$ cat config.mk
export PLATFORM = sky130hd
export DESIGN_NAME = execute_unit
export DESIGN_NICKNAME = d
export VERILOG_FILES = /design/src/rtl/pipe_defs.sv /design/src/rtl/iter_multiplier.sv /design/src/rtl/execute_unit.sv
export SDC_FILE = /design/constraint.sdc
export NUM_CORES = 1
export LEC_CHECK = 0
export BUFFER_PORTS_ARGS = -buffer_cell sky130_fd_sc_hd__buf_4
export CORE_ASPECT_RATIO = 0.5
export CORE_MARGIN = 4
export CORE_UTILIZATION = 25
export CTS_BUF_LIST = sky130_fd_sc_hd__clkbuf_8
export DETAILED_ROUTE_END_ITERATION = 16
export SLEW_MARGIN = 20
export SYNTH_ARGS = -nofsm -noshare
export SYNTH_HDL_FRONTEND = slang
export SYNTH_SLANG_ARGS = --single-unit
$ cat constraint.sdc
create_clock -name clk -period 9.2 [get_ports clk]
set_input_delay 0 -clock clk [delete_from_list [all_inputs] [get_ports clk]]
set_output_delay 0 -clock clk [all_outputs]
set_load 0.03 [all_outputs]
$ cat src/rtl/pipe_defs.sv
// Shared definitions for the pipeline execute stage.
// Provides ALU opcodes, condition codes, control-word bit positions,
// NZCV bit positions, the multiplier FSM state type, the link register
// number and the condition evaluator shared by the execute stage.
package pipe_defs;

    // ALU opcodes carried in the control word
    localparam logic [3:0] ALU_AND = 4'h0;
    localparam logic [3:0] ALU_EOR = 4'h1;
    localparam logic [3:0] ALU_SUB = 4'h2;
    localparam logic [3:0] ALU_RSB = 4'h3;
    localparam logic [3:0] ALU_ADD = 4'h4;
    localparam logic [3:0] ALU_ADC = 4'h5;
    localparam logic [3:0] ALU_SBC = 4'h6;
    localparam logic [3:0] ALU_MUL = 4'h7;
    localparam logic [3:0] ALU_TST = 4'h8;
    localparam logic [3:0] ALU_TEQ = 4'h9;
    localparam logic [3:0] ALU_CMP = 4'hA;
    localparam logic [3:0] ALU_CMN = 4'hB;
    localparam logic [3:0] ALU_ORR = 4'hC;
    localparam logic [3:0] ALU_MOV = 4'hD;
    localparam logic [3:0] ALU_BIC = 4'hE;
    localparam logic [3:0] ALU_MVN = 4'hF;

    // Condition field codes
    localparam logic [3:0] COND_EQ = 4'h0;
    localparam logic [3:0] COND_NE = 4'h1;
    localparam logic [3:0] COND_CS = 4'h2;
    localparam logic [3:0] COND_CC = 4'h3;
    localparam logic [3:0] COND_MI = 4'h4;
    localparam logic [3:0] COND_PL = 4'h5;
    localparam logic [3:0] COND_VS = 4'h6;
    localparam logic [3:0] COND_VC = 4'h7;
    localparam logic [3:0] COND_HI = 4'h8;
    localparam logic [3:0] COND_LS = 4'h9;
    localparam logic [3:0] COND_GE = 4'hA;
    localparam logic [3:0] COND_LT = 4'hB;
    localparam logic [3:0] COND_GT = 4'hC;
    localparam logic [3:0] COND_LE = 4'hD;
    localparam logic [3:0] COND_AL = 4'hE;
    localparam logic [3:0] COND_NV = 4'hF;

    // Control word bit positions
    localparam int SIG_REG_WRITE   = 0;
    localparam int SIG_MEM_READ    = 1;
    localparam int SIG_MEM_WRITE   = 2;
    localparam int SIG_BRANCH      = 3;
    localparam int SIG_LINK        = 4;
    localparam int SIG_ALU_SRC_IMM = 5;
    localparam int SIG_SET_FLAGS   = 6;
    localparam int SIG_ALU_OP_LO   = 7;
    localparam int SIG_ALU_OP_HI   = 10;

    // NZCV bit positions within the 4-bit flag word {N,Z,C,V}
    localparam int FLAG_N = 3;
    localparam int FLAG_Z = 2;
    localparam int FLAG_C = 1;
    localparam int FLAG_V = 0;

    localparam logic [3:0] LINK_REG = 4'd14;

    typedef enum logic {
        MUL_IDLE = 1'b0,
        MUL_BUSY = 1'b1
    } mul_state_e;

    function automatic logic cond_passes(input logic [3:0] c, input logic [3:0] nzcv);
        logic n, z, cf, v, r;
        n  = nzcv[FLAG_N];
        z  = nzcv[FLAG_Z];
        cf = nzcv[FLAG_C];
        v  = nzcv[FLAG_V];
        case (c)
            COND_EQ: r = z;
            COND_NE: r = ~z;
            COND_CS: r = cf;
            COND_CC: r = ~cf;
            COND_MI: r = n;
            COND_PL: r = ~n;
            COND_VS: r = v;
            COND_VC: r = ~v;
            COND_HI: r = cf & ~z;
            COND_LS: r = ~cf | z;
            COND_GE: r = (n == v);
            COND_LT: r = (n != v);
            COND_GT: r = ~z & (n == v);
            COND_LE: r = z | (n != v);
            COND_AL: r = 1'b1;
            COND_NV: r = 1'b0;
            default: r = 1'b0;
        endcase
        return r;
    endfunction

    // TST, TEQ, CMP and CMN occupy opcodes 8..B
    function automatic logic is_compare(input logic [3:0] op);
        return (op[3:2] == 2'b10);
    endfunction

endpackage

$ cat src/rtl/iter_multiplier.sv
// Iterative shift-add multiplier producing the low 32 bits of a*b.
// Ports:
//   clk, reset  : clock, synchronous active-high reset (aborts a multiply)
//   start       : sampled in IDLE; loads a/b and enters BUSY
//   a, b        : multiplicand and multiplier, sampled only on start
//   busy        : high while in BUSY
//   done        : high in the last BUSY cycle (count == MUL_CYCLES-1)
//   product     : final product, valid while done is high
module iter_multiplier
    import pipe_defs::*;
#(
    parameter int MUL_CYCLES = 32
) (
    input  logic        clk,
    input  logic        reset,
    input  logic        start,
    input  logic [31:0] a,
    input  logic [31:0] b,
    output logic        busy,
    output logic        done,
    output logic [31:0] product
);

    localparam int CW = (MUL_CYCLES > 1) ? $clog2(MUL_CYCLES) : 1;
    localparam logic [CW-1:0] LAST = CW'(MUL_CYCLES - 1);

    mul_state_e    state_q, state_d;
    logic [CW-1:0] count_q, count_d;
    logic [31:0]   mcand_q, mcand_d;
    logic [31:0]   mplier_q, mplier_d;
    logic [31:0]   acc_q, acc_d;
    logic [31:0]   acc_step;

    // Accumulator value after the current iteration; on the final
    // iteration this is the product the top registers.
    assign acc_step = acc_q + (mplier_q[0] ? mcand_q : 32'd0);

    assign busy    = (state_q == MUL_BUSY);
    assign done    = busy && (count_q == LAST);
    assign product = acc_step;

    always_comb begin
        state_d  = state_q;
        count_d  = count_q;
        mcand_d  = mcand_q;
        mplier_d = mplier_q;
        acc_d    = acc_q;
        case (state_q)
            MUL_IDLE: begin
                if (start) begin
                    mcand_d  = a;
                    mplier_d = b;
                    acc_d    = 32'd0;
                    count_d  = '0;
                    state_d  = MUL_BUSY;
                end
            end
            MUL_BUSY: begin
                acc_d    = acc_step;
                mcand_d  = mcand_q << 1;
                mplier_d = mplier_q >> 1;
                count_d  = count_q + CW'(1);
                if (count_q == LAST) begin
                    count_d = '0;
                    state_d = MUL_IDLE;
                end
            end
            default: state_d = MUL_IDLE;
        endcase
    end

    always_ff @(posedge clk) begin
        if (reset) begin
            state_q <= MUL_IDLE;
            count_q <= '0;
        end else begin
            state_q <= state_d;
            count_q <= count_d;
        end
    end

    // Datapath registers carry no reset; they are always reloaded on start.
    always_ff @(posedge clk) begin
        mcand_q  <= mcand_d;
        mplier_q <= mplier_d;
        acc_q    <= acc_d;
    end

endmodule

$ cat src/rtl/execute_unit.sv
// Execute stage of the five-stage pipeline.
// Evaluates the condition field against the NZCV register, runs the ALU,
// address, branch and iterative-multiply operations and registers the
// results into the EX/MEM boundary.
// Ports:
//   clk, reset                 : clock, synchronous active-high reset
//   pc_in                      : instruction address + 4
//   dataA, dataB               : Rn / Rm operands
//   br_se, ls_se, alu_se       : branch word offset, load/store byte offset, ALU immediate
//   rd_in, signals, cond       : destination, control word, condition field
//   res_out, store_data_out    : result/address/link value, store data
//   rd_out, reg_write_out,
//   mem_read_out, mem_write_out: registered destination and control
//   br_taken_out, br_target_out: registered branch decision and target
//   flags_out                  : current NZCV {N,Z,C,V}
//   ex_stall                   : combinational hold request to upstream
//   ex_flush                   : upstream loads bubbles (equals br_taken_out)
module execute_unit
    import pipe_defs::*;
#(
    parameter int MUL_CYCLES = 32
) (
    input  logic        clk,
    input  logic        reset,
    input  logic [31:0] pc_in,
    input  logic [31:0] dataA,
    input  logic [31:0] dataB,
    input  logic [31:0] br_se,
    input  logic [31:0] ls_se,
    input  logic [31:0] alu_se,
    input  logic [3:0]  rd_in,
    input  logic [10:0] signals,
    input  logic [3:0]  cond,
    output logic [31:0] res_out,
    output logic [31:0] store_data_out,
    output logic [3:0]  rd_out,
    output logic        reg_write_out,
    output logic        mem_read_out,
    output logic        mem_write_out,
    output logic        br_taken_out,
    output logic [31:0] br_target_out,
    output logic [3:0]  flags_out,
    output logic        ex_stall,
    output logic        ex_flush
);

    logic [3:0]  alu_op;
    logic [31:0] op_b;
    logic        is_mem, is_branch, is_mul, cmp_op;
    logic        executes, mul_start;
    logic        mul_busy, mul_done;
    logic [31:0] mul_product;

    logic [31:0] add_x, add_y;
    logic        add_cin;
    logic [32:0] add_sum;
    logic        add_v;
    logic        alu_arith;
    logic [31:0] alu_res;

    logic [31:0] res_q, res_d;
    logic [31:0] sdata_q, sdata_d;
    logic [3:0]  rd_q, rd_d;
    logic        rw_q, rw_d;
    logic        mr_q, mr_d;
    logic        mw_q, mw_d;
    logic        bt_q, bt_d;
    logic [31:0] tgt_q, tgt_d;
    logic [3:0]  flags_q, flags_d;
    logic [3:0]  mul_rd_q, mul_rd_d;
    logic        mul_rw_q, mul_rw_d;
    logic        mul_sf_q, mul_sf_d;

    // Instruction classification. A taken branch in the output register
    // squashes whatever sits on the input, and nothing new is accepted
    // while a multiply is in flight (the held MUL must not restart).
    always_comb begin
        alu_op    = signals[SIG_ALU_OP_HI:SIG_ALU_OP_LO];
        op_b      = signals[SIG_ALU_SRC_IMM] ? alu_se : dataB;
        is_mem    = signals[SIG_MEM_READ] | signals[SIG_MEM_WRITE];
        is_branch = signals[SIG_BRANCH] & ~is_mem;
        is_mul    = ~is_mem & ~is_branch & (alu_op == ALU_MUL);
        cmp_op    = is_compare(alu_op);
        executes  = (signals != '0) & ~bt_q & cond_passes(cond, flags_q) & ~mul_busy;
        mul_start = executes & is_mul;
    end

    // Single shared adder; subtracts use x + ~y + 1 so the carry-out is
    // directly NOT borrow.
    always_comb begin
        add_x     = dataA;
        add_y     = op_b;
        add_cin   = 1'b0;
        alu_arith = 1'b0;
        case (alu_op)
            ALU_SUB, ALU_CMP: begin
                add_y     = ~op_b;
                add_cin   = 1'b1;
                alu_arith = 1'b1;
            end
            ALU_RSB: begin
                add_x     = op_b;
                add_y     = ~dataA;
                add_cin   = 1'b1;
                alu_arith = 1'b1;
            end
            ALU_ADD, ALU_CMN: alu_arith = 1'b1;
            ALU_ADC: begin
                add_cin   = flags_q[FLAG_C];
                alu_arith = 1'b1;
            end
            ALU_SBC: begin
                add_y     = ~op_b;
                add_cin   = flags_q[FLAG_C];
                alu_arith = 1'b1;
            end
            default: ;
        endcase
        add_sum = {1'b0, add_x} + {1'b0, add_y} + {32'd0, add_cin};
        add_v   = (add_x[31] == add_y[31]) && (add_sum[31] != add_x[31]);

        case (alu_op)
            ALU_AND, ALU_TST: alu_res = dataA & op_b;
            ALU_EOR, ALU_TEQ: alu_res = dataA ^ op_b;
            ALU_SUB, ALU_RSB, ALU_ADD, ALU_ADC,
            ALU_SBC, ALU_CMP, ALU_CMN: alu_res = add_sum[31:0];
            ALU_ORR: alu_res = dataA | op_b;
            ALU_MOV: alu_res = op_b;
            ALU_BIC: alu_res = dataA & ~op_b;
            ALU_MVN: alu_res = ~op_b;
            default: alu_res = 32'd0;
        endcase
    end

    iter_multiplier #(
        .MUL_CYCLES(MUL_CYCLES)
    ) u_mul (
        .clk    (clk),
        .reset  (reset),
        .start  (mul_start),
        .a      (dataA),
        .b      (op_b),
        .busy   (mul_busy),
        .done   (mul_done),
        .product(mul_product)
    );

    // Next-state for the EX/MEM register and the flag register. Anything
    // that does not execute leaves a bubble (all fields zero).
    always_comb begin
        res_d    = 32'd0;
        sdata_d  = 32'd0;
        rd_d     = 4'd0;
        rw_d     = 1'b0;
        mr_d     = 1'b0;
        mw_d     = 1'b0;
        bt_d     = 1'b0;
        tgt_d    = 32'd0;
        flags_d  = flags_q;
        mul_rd_d = mul_start ? rd_in : mul_rd_q;
        mul_rw_d = mul_start ? signals[SIG_REG_WRITE] : mul_rw_q;
        mul_sf_d = mul_start ? signals[SIG_SET_FLAGS] : mul_sf_q;

        if (mul_done) begin
            res_d = mul_product;
            rd_d  = mul_rd_q;
            rw_d  = mul_rw_q;
            if (mul_sf_q) begin
                flags_d[FLAG_N] = mul_product[31];
                flags_d[FLAG_Z] = (mul_product == 32'd0);
            end
        end else if (executes && !is_mul) begin
            if (is_mem) begin
                res_d   = dataA + ls_se;
                sdata_d = dataB;
                rd_d    = rd_in;
                rw_d    = signals[SIG_REG_WRITE] & signals[SIG_MEM_READ];
                mr_d    = signals[SIG_MEM_READ];
                mw_d    = signals[SIG_MEM_WRITE];
            end else if (is_branch) begin
                bt_d  = 1'b1;
                tgt_d = pc_in + 32'd4 + (br_se << 2);
                if (signals[SIG_LINK]) begin
                    res_d = pc_in;
                    rd_d  = LINK_REG;
                    rw_d  = 1'b1;
                end
            end else begin
                res_d = alu_res;
                rd_d  = rd_in;
                rw_d  = signals[SIG_REG_WRITE] & ~cmp_op;
                if (signals[SIG_SET_FLAGS] | cmp_op) begin
                    flags_d[FLAG_N] = alu_res[31];
                    flags_d[FLAG_Z] = (alu_res == 32'd0);
                    if (alu_arith) begin
                        flags_d[FLAG_C] = add_sum[32];
                        flags_d[FLAG_V] = add_v;
                    end
                end
            end
        end
    end

    always_ff @(posedge clk) begin
        if (reset) begin
            res_q    <= 32'd0;
            sdata_q  <= 32'd0;
            rd_q     <= 4'd0;
            rw_q     <= 1'b0;
            mr_q     <= 1'b0;
            mw_q     <= 1'b0;
            bt_q     <= 1'b0;
            tgt_q    <= 32'd0;
            flags_q  <= 4'd0;
            mul_rd_q <= 4'd0;
            mul_rw_q <= 1'b0;
            mul_sf_q <= 1'b0;
        end else begin
            res_q    <= res_d;
            sdata_q  <= sdata_d;
            rd_q     <= rd_d;
            rw_q     <= rw_d;
            mr_q     <= mr_d;
            mw_q     <= mw_d;
            bt_q     <= bt_d;
            tgt_q    <= tgt_d;
            flags_q  <= flags_d;
            mul_rd_q <= mul_rd_d;
            mul_rw_q <= mul_rw_d;
            mul_sf_q <= mul_sf_d;
        end
    end

    // Stall from the cycle a MUL is accepted until the last iteration,
    // so upstream advances on the same edge that registers the product.
    assign ex_stall = mul_start | (mul_busy & ~mul_done);
    assign ex_flush = bt_q;

    assign res_out        = res_q;
    assign store_data_out = sdata_q;
    assign rd_out         = rd_q;
    assign reg_write_out  = rw_q;
    assign mem_read_out   = mr_q;
    assign mem_write_out  = mw_q;
    assign br_taken_out   = bt_q;
    assign br_target_out  = tgt_q;
    assign flags_out      = flags_q;

endmodule

==> parameters.txt, run 1 <==
Parameter                              Value

Critical path
  Endpoint of the worst register-to-register path ... flags_out[2]
  Worst setup slack for register-to-register paths ... 3.79 ns
  Startpoint kind of the worst setup timing path ... input pin
  RR Startpoint ... u_mul.mplier_q[0]
  Type of destination of the critical path ... flop
  Worst Path Arrival ... 6.02 ns
  Worst r2r path cells ... 15
  Class of the most critical setup path ... in2reg
  Number of buffers and inverters on the critical path ... 3
  Worst path slowest cell ... o41ai_1
  Top cell family by delay on the critical path ... compound AO/OA/AOI/OAI gates
  Highest cell delay on the worst timing path ... 0.82 ns
  Required time at the worst-slack endpoint ... 9.75 ns
  CP Cell Sequence ... buf_4, nand2b_1, a21oi_2, buf_4, or2_2, o221ai_1, ha_1, o21ai_0, o21ai_0, nand2_1, o2111ai_1, nand2_1, o41ai_1, a31oi_1, o211ai_1, a22oi_1, or3_1, o221ai_1, dlygate4sd3_1
  Critical Path Fanout Max ... 33

Yosys
  Top post-synthesis cells by count ... nand2_1 (211), nor2_1 (196), ha_1 (184)
  Synth Net Count ... 2639
  Count of synthesis-stage warnings from yosys ... 0
  Cell types occupying the most area after synthesis ... edfxtp_1 (16%), dfxtp_1 (13%), ha_1 (12%)
  Flip-flop cell with the highest count after synthesis ... dfxtp_1
  Fraction of synthesized cell area taken by the top area cell type ... 15.6%
  Number of different library cells in the post-synthesis netlist ... 81
  Number of register bits inferred by synthesis ... 216
  Cell type contributing the most total cell area after synthesis ... edfxtp_1
  Most instantiated library cell after synthesis ... nand2_1
  Count of flip-flops with a built-in enable after synthesis ... 96
  Sequential element share of the synthesized area ... 28.6%
  Netlist Area Pre-Place ... 18400 um2
  Mapped Avg Cell Area ... 8.25 um2
  Cell count after synthesis ... 2237
  Async SR Flop Fraction ... 0%

Floorplanning
  X dimension of the die ... 392 um
  Core footprint ... 73000 um2
  I/O pins ... 323
  Area enclosed by the die boundary ... 78500 um2
  Placement Rows ... 70
  Die Span Y ... 200 um
  Initial Utilization ... 25.3%

STA
  Slew HR ... 26.1%
  Number of endpoints failing setup at the final stage ... 0
  Peak clock frequency supported by timing ... 0.183 GHz
  Clock period minus final worst setup slack ... 5.47 ns
  Slew Limit Fails ... 0
  Ratio of final minimum period to clock period ... 59.5%
  Unrepaired setup endpoints after global routing ... no
  Setup TNS Final ... 0 ns
  Worst slew pin tran ... 1.08 ns
  Clock Skew ... 0.0519 ns
  Final worst slack ... 3.73 ns
  Final-report hold violation count ... 0

Clock tree
  CTS tree ... done
  Worst-skew pair later-pin latency ... 0.65 ns
  Number of resized instances in the post-cts repair step ... 0
  Sink count of the clock tree ... 216
  Clock tree root driver cell ... clkbuf_8
  CTS buffer count ... 41
  Number of buffers added to fix hold violations after cts ... 162
  H-Tree Level Count ... 2
  Buffers from clock root to sink, at most ... 3
  Reg clk slew, reported paths ... 0.07 ns
  Setup fix buffers added after clock tree synthesis ... 0

Pwr
  Leak Pwr ... 10.5 nW
  Power Density ... 132 nW/um2
  Largest vdd supply drop ... 0.0000840 V

Layout
  Area growth from synthesis to layout ... 31.5%
  Utilization after layout ... 33.2%
  Share of post-route cells with drive strength above 1 ... 16.5%
  Filler Cell Count ... 7662
  Net count, final ... 3066

Detailed routing
  DR WL/cell ... 21.2 um
  Routed Wire Length ... 77800 um
  Number of violations reported at the end of detailed-routing iteration 0 ... 1985
  First-pass DRT Iterations ... 5
  Routed vias ... 19500
  Wire length on met2 ... 34600 um
  Drt drc ... 0
  Number of nets with antenna violations after routing ... 0
  Wl on met1 ... 34000 um
  Routed length on met3 ... 4960 um
  Uppermost signal routing layer after detailed routing ... met5
  Detailed-route vias per instance ... 5.30

Global route
  Wire length of the first global-routing pass ... 113000 um
  Largest net degree at the start of global routing ... 95
  Overall fraction of global-route tracks in use ... 18.8%
  Number of antenna violations at the first check in global routing ... 2
  Via count of the first global-routing pass ... 18000
  Global-route congestion overflow total ... 0

Placement
  Weighted congestion at the end of routability-driven global placement ... 0.964
  Port Buffer Count ... 320
  Worst slack after detailed placement ... 3.32 ns
  Total half-perimeter wirelength after legalization and detailed placement ... 59100 um

Outcome
  Status ... finished clean

Worst hold path
  Hold path endpoint ... res_out[27]
  Min-delay worst type ... in2reg
  Cell depth of the worst hold path ... 5
  Critical hold path startpoint ... pc_in[27]

Job
  Number of maximum-capacitance violations ... 0
-- report_power, final --
group	internal [mW]	switching (mW)	total, mW
clock network	0.514	0.479	0.993
logic	0.473	0.696	1.17
registers	1.03	0.0119	1.04
total	2.02	1.19	3.20
-- metrics by stage --
stage | std cells | power (mW) | hold WS [ns] | instance area (um2)
global placement | 3431 | 2.12 | 0.233 | 21800
finish | 3672 | 3.20 | 0.0327 | 24300
global route | 3670 | 3.35 | 0.0413 | 24300
CTS | 3669 | 3.19 | 0.000218 | 24300
floorplan | 2237 | 1.74 | 0.122 | 18400
detailed placement | 3431 | 2.13 | 0.239 | 21800
-- layout make-up --
type / count / area (um2) / share of cell area, %
inverters: 76 / 287 / 1.18
multi-input cells: 1825 / 12400 / 51.3
clock inverters: 24 / 119 / 0.490
well taps: 972 / 1220 / 5.01
repair buffers: 504 / 4190 / 17.3
clock buffers: 52 / 716 / 2.95
flip-flops and latches: 216 / 5290 / 21.8
diodes: 3 / 7.51 / 0.0309
-- layer usage --
metal | vias up | GRT usage, %
met4 | 2 | 9.67
met2 | 785 | 29.6
met1 | 9303 | 25.3
met5 | - | 0
li1 | 9180 | -
met3 | 192 | 2.77
-- worst max-delay path by stage --
stage / from / cells after the start / endpoint / slack, ns
2_1_floorplan: signals[8] / 20 / flags_out[2] / 4.32
3_3_place_gp: signals[7] / 19 / flags_out[2] / 3.33
3_5_place_dp: signals[7] / 18 / flags_out[2] / 3.32
4_1_cts: u_mul.mplier_q[0] / 15 / flags_out[2] / 3.79
5_1_grt: signals[7] / 19 / res_out[29] / 3.32
6_report: signals[7] / 19 / res_out[29] / 3.73
-- logic make-up after synthesis --
group                      after synthesis  share of synthesized area, %
xor gates and xnor gates               124                          5.89
adders and majority gates              189                          13.0
and+or+nand+nor                        751                          19.9
AOI/OAI and AO/OA                      689                          24.5
muxes                                   72                          3.95
DFF                                    216                          28.6
buffers and inverters                  196                          4.02
-- sequential cells by signal, indices dropped and copies added (netlist names), 4 cells and up --
| signal | cells |
|---|---|
| br_target_out | 32 |
| flags_out | 4 |
| mul_rd_q | 4 |
| rd_out | 4 |
| res_out | 32 |
| store_data_out | 32 |
| u_mul.acc_q | 32 |
| u_mul.count_q | 5 |
| u_mul.mcand_q | 32 |
| u_mul.mplier_q | 32 |
-- worst register-to-register path: stages, from the launching register on --
cell      delay, ns
edfxtp_1       1.00
and2_1         0.29
ha_1           0.19
inv_1          0.07
fa_1           0.44
nand2b_1       0.21
a21oi_1        0.29
o21ai_1        0.15
o21ai_1        0.35
o21ai_0        0.14
nand2b_1       0.10
xnor2_1        0.25
or4b_2         0.62
or4_1          0.53
or4_1          0.43
o41ai_2        0.27
-- layout by cell type, fill, tap and decap left out, drive strengths merged, types with 52 or more instances in the layout --
master and n:
buf 342, mux2i 65, ha 184, dfxtp 120, edfxtp 96, and2 67
nand2 211, o21ai 168, dlygate4sd3 162, nor2 196, xnor2 79, inv 86
clkbuf 52, a21oi 181, and3 57
(Power assumes the default switching activity.)
==> run 2: changes to the inputs <==
- clock period: 9.2 -> 5.7 ns (I/O delays scaled with it)
==> run 2 against run 1 <==
Against the previous run:
- clock power rose by 57%
- via count up 0.54%
- count of clock-buffer cells in the layout down 4
- first-iteration DRC count up 1.3%
- global-route usage increased by 0.23 points
- final cell count up 1.0%
- routed wire length rose by 0.38%
- non-clock buffer count is 39 higher
- sequential power up 62%
- sequential share of layout area is 0.27 points lower
- combinational power increased by 64%
- design area increased by 1.3%
- critical path type unchanged
- critical endpoint is now br_target_out[31]
- highest routed layer is now met4
==> parameters.txt, run 2 (synthesized netlist as in run 1, its figures left out) <==
Parameter                              Value

Outcome
  Status ... finished clean

Layout
  Net count, final ... 3105
  Count of placed standard cells in the final layout, fillers left out ... 3710
  Highest-count cells in the layout ignoring fill and taps ... buf_4 (368), nand2_1 (211), nor2_1 (194)
  Area growth from synthesis to layout ... 33.2%
  Share of post-route cells with drive strength above 1 ... 16.9%
  Summed area of non-filler cells in the final layout ... 24600 um2
  Commonest non-fill, non-tap cell in the layout ... buf_4

Pwr
  Largest vdd supply drop ... 0.000139 V
  Power Density ... 210 nW/um2
  Leak Pwr ... 10.7 nW

Detailed routing
  First-pass DRT Iterations ... 5
  Number of violations reported at the end of detailed-routing iteration 0 ... 2010
  Drt drc ... 0
  Routed vias ... 19600
  DR WL/cell ... 21.1 um
  Routed Wire Length ... 78100 um
  Detailed-route vias per instance ... 5.27
  Number of nets with antenna violations after routing ... 0

Clock tree
  Reg clk slew, reported paths ... 0.06 ns
  CTS buffer count ... 41
  H-Tree Level Count ... 2
  CTS tree ... done
  Number of resized instances in the post-cts repair step ... 0
  Number of buffers added to fix hold violations after cts ... 174
  Sink count of the clock tree ... 216
  Worst-skew pair later-pin latency ... 0.64 ns
  Setup fix buffers added after clock tree synthesis ... 0
  Buffers from clock root to sink, at most ... 3
  Clock tree root driver cell ... clkbuf_8

Critical path
  Worst path slowest cell ... dlygate4sd3_1
  CP Cell Sequence ... dlygate4sd3_1, buf_4, ha_1, dlygate4sd3_1, ha_1, fa_1, a21o_1, a21oi_1, o21bai_1, a21oi_1, o21bai_1, a31oi_1, a41oi_1, o31a_1, o21ai_0, a21oi_1, dlygate4sd3_1, nor3b_1, dlygate4sd3_1
  Most prevalent standard cell on the critical path ... dlygate4sd3_1
  Required time at the worst-slack endpoint ... 6.27 ns
  Worst Path Arrival ... 5.68 ns
  Critical Path Fanout Max ... 4
  Highest cell delay on the worst timing path ... 0.59 ns
  Class of the most critical setup path ... in2reg
  Type of destination of the critical path ... flop
  Startpoint kind of the worst setup timing path ... input pin

STA
  Ratio of final minimum period to clock period ... 89.7%
  Worst slew pin tran ... 1.09 ns
  Clock Skew ... 0.0419 ns
  Setup TNS Final ... 0 ns
  Unrepaired setup endpoints after global routing ... no
  Number of endpoints failing setup at the final stage ... 0
  Slew Limit Fails ... 0
  Slew HR ... 27.2%
  Clock period minus final worst setup slack ... 5.11 ns
  Peak clock frequency supported by timing ... 0.196 GHz
  Final-report hold violation count ... 0

Global route
  Via count of the first global-routing pass ... 18300
  Largest net degree at the start of global routing ... 97
  Number of antenna violations at the first check in global routing ... 4
  Global-route congestion overflow total ... 0
  Overall fraction of global-route tracks in use ... 19.0%
  Wire length of the first global-routing pass ... 114000 um

Floorplanning
  Placement Rows ... 70
  Die Span Y ... 200 um
  Initial Utilization ... 25.3%
  Core footprint ... 73000 um2
  X dimension of the die ... 392 um
  Area enclosed by the die boundary ... 78500 um2
  I/O pins ... 323

Placement
  Total half-perimeter wirelength after legalization and detailed placement ... 60000 um
  Cell Area, Placed ... 22000 um2
  Cell count after placement ... 3458
  Port Buffer Count ... 320
  Weighted congestion at the end of routability-driven global placement ... 0.945

Worst hold path
  Min-delay worst type ... in2reg

Job
  Number of maximum-capacitance violations ... 0
## run 2: changes by cell type in the layout (fill, tap and decap cells not counted), sizes merged
cell / before / now
buf: 342 / 369
bufinv: 0 / 1
clkbuf: 52 / 48
clkinv: 14 / 5
dlygate4sd3: 162 / 174
inv: 86 / 97
## run 2: report_power, final
part	switching [mW]	internal [mW]
registers	0.0191	1.66
logic	1.13	0.786
clock network	0.747	0.813
## run 2: path summary, 6_finish.rpt
kind,slack [ns],from,to,cells past startpoint
worst max-delay path,0.59,pc_in[3],br_target_out[31],19
worst min-delay path,0.04,alu_se[11],u_mul.mplier_q[11],4
worst max register to register,0.79,flags_out[1],res_out[29],15
worst min register to register,0.49,u_mul.count_q[3],u_mul.count_q[3],2
## run 2: area by class of cell
type	count	area, um2
antenna	3	7.51
clock buffer	48	661
clock inverter	27	144
fill	7634	48500
inverter	76	287
multi-input combinational	1825	12400
sequential	216	5290
tap	972	1220
timing repair buffer	543	4520
## run 2: per-stage QoR
step	power, mW	setup slack [ns]	hold WS, ns	util (%)
floorplan	2.82	0.816	0.122	-
global placement	3.44	0.845	0.235	30.1
detailed placement	3.46	0.808	0.238	30.1
CTS	5.14	0.804	0.00128	33.6
global route	5.41	0.436	0.0404	33.6
finish	5.16	0.586	0.0352	33.6
## run 2: critical path: cells and delay by family
kind / cells / cell delay, ns
AOI/OAI and AO/OA: 10 / 2.08
adders and majority gates: 3 / 0.97
buffers and inverters: 5 / 2.42
and+or+nand+nor: 1 / 0.21
## run 2: metal layers
layer	global-route usage (%)	up-vias	wire length, um
li1	-	9236	-
met1	25.3	9423	33700
met2	30.4	742	35200
met3	2.53	166	5040
met4	9.89	0	4260
met5	0	-	0
